===== src/rtl/pc8001_rom_load_arbiter_if.sv =====
// CPU-side bus of the shared ROM/RAM port.
// cpu_req is a level held until the one-cycle cpu_ack; cpu_dout is valid only while cpu_ack is high; a cpu_req still high the cycle after cpu_ack is a new request.
interface pc8001_rom_load_arbiter_if #(
    parameter int ADDR_W = 15
);
    logic              cpu_req;
    logic              cpu_we;
    logic [ADDR_W-1:0] cpu_addr;
    logic [7:0]        cpu_din;
    logic [7:0]        cpu_dout;
    logic              cpu_ack;

    modport master (
        output cpu_req, cpu_we, cpu_addr, cpu_din,
        input  cpu_dout, cpu_ack
    );

    modport slave (
        input  cpu_req, cpu_we, cpu_addr, cpu_din,
        output cpu_dout, cpu_ack
    );
endinterface


===== src/rtl/pc8001_rom_load_arbiter.sv =====
// Owns the single BRAM port: ioctl ROM download has priority over CPU accesses,
// and the CPU is held in reset during a load plus a settle window.
module pc8001_rom_load_arbiter #(
    parameter int         ADDR_W     = 15,
    parameter int         ROM_SIZE   = 24576,
    parameter logic [7:0] LOAD_INDEX = 8'd1,
    parameter int         HOLD_CYC   = 16
) (
    input  logic                  clk_sys,
    input  logic                  reset,
    input  logic                  ioctl_download,
    input  logic [7:0]            ioctl_index,
    input  logic                  ioctl_wr,
    input  logic [24:0]           ioctl_addr,
    input  logic [7:0]            ioctl_dout,
    pc8001_rom_load_arbiter_if.slave cpu,
    output logic [ADDR_W-1:0]     mem_addr,
    output logic [7:0]            mem_wdata,
    output logic                  mem_we,
    input  logic [7:0]            mem_rdata,
    output logic                  cpu_reset_hold,
    output logic                  load_done,
    output logic                  load_err,
    output logic [1:0]            fsm_state
);
    localparam int                CNT_W     = $clog2(HOLD_CYC + 1);
    localparam logic [ADDR_W-1:0] ROM_LIMIT = ADDR_W'(ROM_SIZE);

    typedef enum logic [1:0] {
        IDLE = 2'd0,
        LOAD = 2'd1,
        HOLD = 2'd2
    } state_t;

    state_t             state, state_nxt;
    logic [CNT_W-1:0]   hold_cnt, hold_cnt_nxt;
    logic               hold_nxt, done_nxt, err_nxt;
    logic               pend_wr, busy, ack_pipe;
    logic               start, cap, oob, grant;

    assign start = ioctl_download && (ioctl_index == LOAD_INDEX);
    assign cap   = (state == LOAD) && ioctl_wr && (ioctl_addr[24:ADDR_W] == '0);
    assign oob   = (state == LOAD) && ioctl_wr && (ioctl_addr[24:ADDR_W] != '0);
    assign grant = !cap && cpu.cpu_req && !busy;

    assign fsm_state    = state;
    assign cpu.cpu_dout = cpu.cpu_ack ? mem_rdata : 8'h00;

    always_ff @(posedge clk_sys) begin
        if (reset) begin
            state          <= IDLE;
            hold_cnt       <= '0;
            cpu_reset_hold <= 1'b0;
            load_done      <= 1'b0;
            load_err       <= 1'b0;
        end else begin
            state          <= state_nxt;
            hold_cnt       <= hold_cnt_nxt;
            cpu_reset_hold <= hold_nxt;
            load_done      <= done_nxt;
            load_err       <= err_nxt;
        end
    end

    always_comb begin
        state_nxt    = state;
        hold_cnt_nxt = hold_cnt;
        hold_nxt     = cpu_reset_hold;
        done_nxt     = load_done;
        err_nxt      = load_err || oob || (cap && pend_wr);
        case (state)
            IDLE: begin
                if (start) begin
                    state_nxt = LOAD;
                    hold_nxt  = 1'b1;
                    done_nxt  = 1'b0;
                    err_nxt   = 1'b0;
                end
            end
            LOAD: begin
                if (!ioctl_download) begin
                    state_nxt    = HOLD;
                    hold_cnt_nxt = CNT_W'(HOLD_CYC - 1);
                end
            end
            HOLD: begin
                if (start) begin
                    state_nxt = LOAD;
                    done_nxt  = 1'b0;
                    err_nxt   = 1'b0;
                end else if (hold_cnt == '0) begin
                    state_nxt = IDLE;
                    hold_nxt  = 1'b0;
                    done_nxt  = 1'b1;
                end else begin
                    hold_cnt_nxt = hold_cnt - CNT_W'(1);
                end
            end
            default: state_nxt = IDLE;
        endcase
    end

    // Loader bytes go straight into the port registers; pend_wr marks a loader
    // write in flight so a strobe in the very next cycle is flagged as an overrun.
    always_ff @(posedge clk_sys) begin
        if (reset) begin
            mem_addr    <= '0;
            mem_wdata   <= 8'h00;
            mem_we      <= 1'b0;
            pend_wr     <= 1'b0;
            busy        <= 1'b0;
            ack_pipe    <= 1'b0;
            cpu.cpu_ack <= 1'b0;
        end else begin
            pend_wr     <= cap;
            ack_pipe    <= grant;
            cpu.cpu_ack <= ack_pipe;
            if (cap) begin
                mem_addr  <= ioctl_addr[ADDR_W-1:0];
                mem_wdata <= ioctl_dout;
                mem_we    <= 1'b1;
            end else if (grant) begin
                mem_addr  <= cpu.cpu_addr;
                mem_wdata <= cpu.cpu_din;
                mem_we    <= cpu.cpu_we && (cpu.cpu_addr >= ROM_LIMIT);
            end else begin
                mem_we    <= 1'b0;
            end
            if (grant) begin
                busy <= 1'b1;
            end else if (cpu.cpu_ack) begin
                busy <= 1'b0;
            end
        end
    end
endmodule


===== src/flat_wrapper.sv =====
// flat-port wrapper written by rule: the top's interface ports become plain ports
module pc8001_rom_load_arbiter_flat 
#(
    parameter int         ADDR_W     = 15,
    parameter int         ROM_SIZE   = 24576,
    parameter logic [7:0] LOAD_INDEX = 8'd1,
    parameter int         HOLD_CYC   = 16
)
  (clk_sys, reset, ioctl_download, ioctl_index, ioctl_wr, ioctl_addr, ioctl_dout, mem_addr, mem_wdata, mem_we, mem_rdata, cpu_reset_hold, load_done, load_err, fsm_state, cpu_cpu_req, cpu_cpu_we, cpu_cpu_addr, cpu_cpu_din, cpu_cpu_dout, cpu_cpu_ack);
  pc8001_rom_load_arbiter_if #(.ADDR_W(ADDR_W)) cpu_i ();
  input  logic clk_sys;
  input  logic reset;
  input  logic ioctl_download;
  input  logic [7:0] ioctl_index;
  input  logic ioctl_wr;
  input  logic [24:0] ioctl_addr;
  input  logic [7:0] ioctl_dout;
  output logic [ADDR_W-1:0] mem_addr;
  output logic [7:0] mem_wdata;
  output logic mem_we;
  input  logic [7:0] mem_rdata;
  output logic cpu_reset_hold;
  output logic load_done;
  output logic load_err;
  output logic [1:0] fsm_state;
  input wire logic [$bits(cpu_i.cpu_req)-1:0] cpu_cpu_req;
  input wire logic [$bits(cpu_i.cpu_we)-1:0] cpu_cpu_we;
  input wire logic [$bits(cpu_i.cpu_addr)-1:0] cpu_cpu_addr;
  input wire logic [$bits(cpu_i.cpu_din)-1:0] cpu_cpu_din;
  output wire logic [$bits(cpu_i.cpu_dout)-1:0] cpu_cpu_dout;
  output wire logic [$bits(cpu_i.cpu_ack)-1:0] cpu_cpu_ack;
  assign cpu_i.cpu_req = cpu_cpu_req;
  assign cpu_i.cpu_we = cpu_cpu_we;
  assign cpu_i.cpu_addr = cpu_cpu_addr;
  assign cpu_i.cpu_din = cpu_cpu_din;
  assign cpu_cpu_dout = cpu_i.cpu_dout;
  assign cpu_cpu_ack = cpu_i.cpu_ack;
  pc8001_rom_load_arbiter #(.ADDR_W(ADDR_W), .ROM_SIZE(ROM_SIZE), .LOAD_INDEX(LOAD_INDEX), .HOLD_CYC(HOLD_CYC)) u_core (.clk_sys(clk_sys), .reset(reset), .ioctl_download(ioctl_download), .ioctl_index(ioctl_index), .ioctl_wr(ioctl_wr), .ioctl_addr(ioctl_addr), .ioctl_dout(ioctl_dout), .cpu(cpu_i), .mem_addr(mem_addr), .mem_wdata(mem_wdata), .mem_we(mem_we), .mem_rdata(mem_rdata), .cpu_reset_hold(cpu_reset_hold), .load_done(load_done), .load_err(load_err), .fsm_state(fsm_state));
endmodule

===== config.mk =====
export PLATFORM = sky130hd
export DESIGN_NAME = pc8001_rom_load_arbiter_flat
export DESIGN_NICKNAME = d
export VERILOG_FILES = /design/src/rtl/pc8001_rom_load_arbiter_if.sv /design/src/rtl/pc8001_rom_load_arbiter.sv /design/src/flat_wrapper.sv
export SDC_FILE = /design/constraint.sdc
export NUM_CORES = 1
export LEC_CHECK = 0
export ABC_CLOCK_PERIOD_IN_PS = 1800
export CAP_MARGIN = 10
export CORE_MARGIN = 2
export CORE_UTILIZATION = 35
export DETAILED_ROUTE_END_ITERATION = 7
export GPL_ROUTABILITY_DRIVEN = 0
export GPL_TIMING_DRIVEN = 0
export PLACE_DENSITY = 0.84
export RECOVER_POWER = 50
export SYNTH_ARGS = -nofsm -noshare
export SYNTH_HDL_FRONTEND = slang
export SYNTH_SLANG_ARGS = --single-unit

===== constraint.sdc =====
create_clock -name clk_sys -period 1.8 [get_ports clk_sys]
set_clock_uncertainty 0.1 [all_clocks]
set_input_delay 0.27 -clock clk_sys [delete_from_list [all_inputs] [get_ports clk_sys]]
set_output_delay 0.27 -clock clk_sys [all_outputs]
set_load 0.01 [all_outputs]

==> impl_metrics.json <==
{
  "wl_met3_um": 375,
  "grt_util_all_layers_pct": 18.8,
  "vias": 1851,
  "via_per_inst": 4.86,
  "cts_tree": "done",
  "drt_iter0_markers": 99,
  "finalPower_mw": 1.88,
  "fp-row-count": 26,
  "path_buf_inv": 2,
  "cap_violations": 0,
  "cpPeakStageDelay_ps": 530,
  "cts.sinks": 38,
  "hold_class": "in -> reg",
  "grt_max_degree": 12,
  "grt_pass1_wl_mm": 8.23,
  "startpoint_type": "input port",
  "synth.avg_cell_area_um2": 9.62,
  "cts_root_buf": "clkbuf_8",
  "outcome": "complete, no violations",
  "io_pins": 116,
  "die_y_um": 75.9,
  "antenna_found_initial": 0,
  "n_antenna_cell": 0,
  "ys_seq_area_share_pct": 42.1,
  "ctsHoldBuffers": 0,
  "synth-simple-area-share_pct": 21.7,
  "placed_cells": 372,
  "synth_area_um2": 1810,
  "cts.clk_slew.worst_paths_ps": 60,
  "arrival_ps": 1360,
  "finalSetupViolCount": 0,
  "required_ps": 1430,
  "final_util_pct": 62.3,
  "final_common_cell": "clkdlybuf4s50_1",
  "synth_edf_count": 0,
  "p_leak_nw": 1.27,
  "ir_worst_vdd_mv": 0.362,
  "finalWorstSetupSlack_ps": 67.8,
  "drtAntennaViolNets": 0,
  "highest_layer": "met4",
  "synth-seq-cells": 38,
  "syn_inst": 188,
  "first_global_vias": 1880,
  "period_share_pct": 96.2,
  "ctsHtreeMaxLevel": 2,
  "cp_top_family": "buffers and inverters",
  "synth_compound_area_share_pct": 18.1,
  "synth_cell_type_count": 37,
  "globalRoute.totalOverflow": 0,
  "synth_top_family_by_area": "simple AND/OR/NAND/NOR gates",
  "hold_viol": 0,
  "yosysWarnings": 0,
  "fin_crit_ps": 1730,
  "drt_first_pass_iters": 4,
  "portBuffers": 114,
  "synthAdderAreaFrac_pct": 0.692,
  "critPathCaptureType": "output port",
  "tightest_slew_ps": 579,
  "rsz0062_at_grt": "no",
  "drc": 0,
  "cp_common_cell": "clkdlybuf4s50_1",
  "cp_cell_sequence": "clkdlybuf4s50_1, and2_1, clkdlybuf4s50_1",
  "layout_common_cells": "clkdlybuf4s50_1 (85), dfxtp_1 (37), nor2_1 (32)",
  "drive_gt1_share_pct": 9.97,
  "clk_latency_ps": 280,
  "synth_mux_area_share_pct": 12.7,
  "clockBufferDepth": 2,
  "synth_nets": 267,
  "maxSlewViolCount": 0,
  "cp_slowest_cell": "clkdlybuf4s50_1",
  "die_area_um2": 5760,
  "reg2reg_slack_ps": 150,
  "place_area_um2": 3040,
  "core_area_um2": 5040,
  "post-place-ws_ps": -272,
  "wirelength_mm": 5.28,
  "final_cell_count_no_fill": 381,
  "wl_met1_mm": 2.20,
  "synth_xor_xnor_area_share_pct": 0,
  "critPathMaxFanout": 1,
  "drt-wirelength-per-cell_um": 13.9,
  "finalNetCount": 389,
  "detailed_place_hpwl_mm": 4.09,
  "syn2layout_area_growth_pct": 73.7,
  "start_util_pct": 35.9,
  "worstSetupPathType": "in -> out",
  "fin_setup_tns_ps": 0,
  "design_area_um2": 3140,
  "async_reset_ff_share_pct": 0,
  "die_w_um": 75.9,
  "whs_ps": 330,
  "wl_met2_mm": 2.65,
  "relSlewSlack_pct": 61.4,
  "synth_ff_type": "dfxtp_1",
  "cts_buffers": 5,
  "fmax_mhz": 577,
  "power_density_nw_per_um2": 597
}
## kinds of logic after synthesis
kind of cell / Yosys count
AND/OR/NAND/NOR: 69
adder cells (fa/ha/maj): 1
multiplexers: 23
AO/OA/AOI/OAI: 40
flip-flops: 38
buffers and inverters: 17
## registers in the layout (all words and copies together), names as in the netlist
| signal | cells |
|---|---|
| u_core.pend_wr | 1 |
| u_core.fsm_state | 2 |
| u_core.cpu.cpu_ack | 1 |
| u_core.busy | 1 |
| u_core.mem_addr | 15 |
| u_core.load_err | 1 |
| u_core.mem_we | 1 |
| u_core.ack_pipe | 1 |
| u_core.load_done | 1 |
| u_core.mem_wdata | 8 |
| u_core.cpu_reset_hold | 1 |
| u_core.hold_cnt | 5 |
## synth_stat cells (2+ instances only)
cell type	instances	area, um2
nand4_1	3	18.8
a21oi_1	7	35.0
a211oi_1	15	113
buf_2	5	25.0
nor3_1	4	20.0
and2_1	8	50.1
nor2b_1	3	18.8
buf_4	2	15.0
o21a_1	2	15.0
a311oi_1	2	17.5
and3b_1	2	17.5
dfxtp_1	38	761
clkbuf_1	5	18.8
nor2_1	32	120
nand2b_1	2	12.5
nor4_2	3	37.5
inv_1	4	15.0
nand2_1	3	11.3
mux2i_1	23	230
a211oi_2	8	100
## report_power, final
part | internal [mW] | total (mW) | switching (mW) | leakage [nW]
Combinational | 0.261 | 0.389 | 0.128 | 0.913
Clock | 0.309 | 0.589 | 0.280 | 0.0482
Sequential | 0.879 | 0.898 | 0.0187 | 0.311
## layout make-up
type                            count  area (um2)
Buffer                             13        73.8
Clock buffer                        7        86.3
Clock inverter                      1        5.00
Fill cell                         455        1900
Inverter                            4        15.0
Multi-Input combinational cell    133         962
Sequential cell                    38         762
Tap cell                           70        87.6
Timing Repair Buffer              115        1150
## path summary, 6_finish.rpt
path / from / endpoint / cells after the start
min: reset / u_core.cpu.cpu_ack / 2
max: mem_rdata[5] / cpu_cpu_dout[5] / 3
min reg2reg: u_core.ack_pipe / u_core.cpu.cpu_ack / 1
max reg2reg: u_core.hold_cnt[0] / u_core.hold_cnt[0] / 6
## per-layer routing
layer,vias to the layer above,global-route usage [%]
met1,851,21.4
met5,-,0
met3,5,4.76
met2,68,34.1
li1,927,-
met4,0,5.85
## repair_timing
action | in CTS | in global routing
gates resized for setup | 0 | 5
hold endpoints to repair | 0 | 0
endpoints found under the setup margin | 0 | 23
buffers inserted | 0 | 1
## worst reg2reg max path: cells and delay by family (launching register included)
kind / cells / cell delay (ps)
AOI/OAI and AO/OA: 2 / 380
adders and majority gates: 1 / 230
buffers and inverters: 1 / 80
DFF: 1 / 330
and+or+nand+nor: 2 / 450
(Power assumes the default switching activity.)
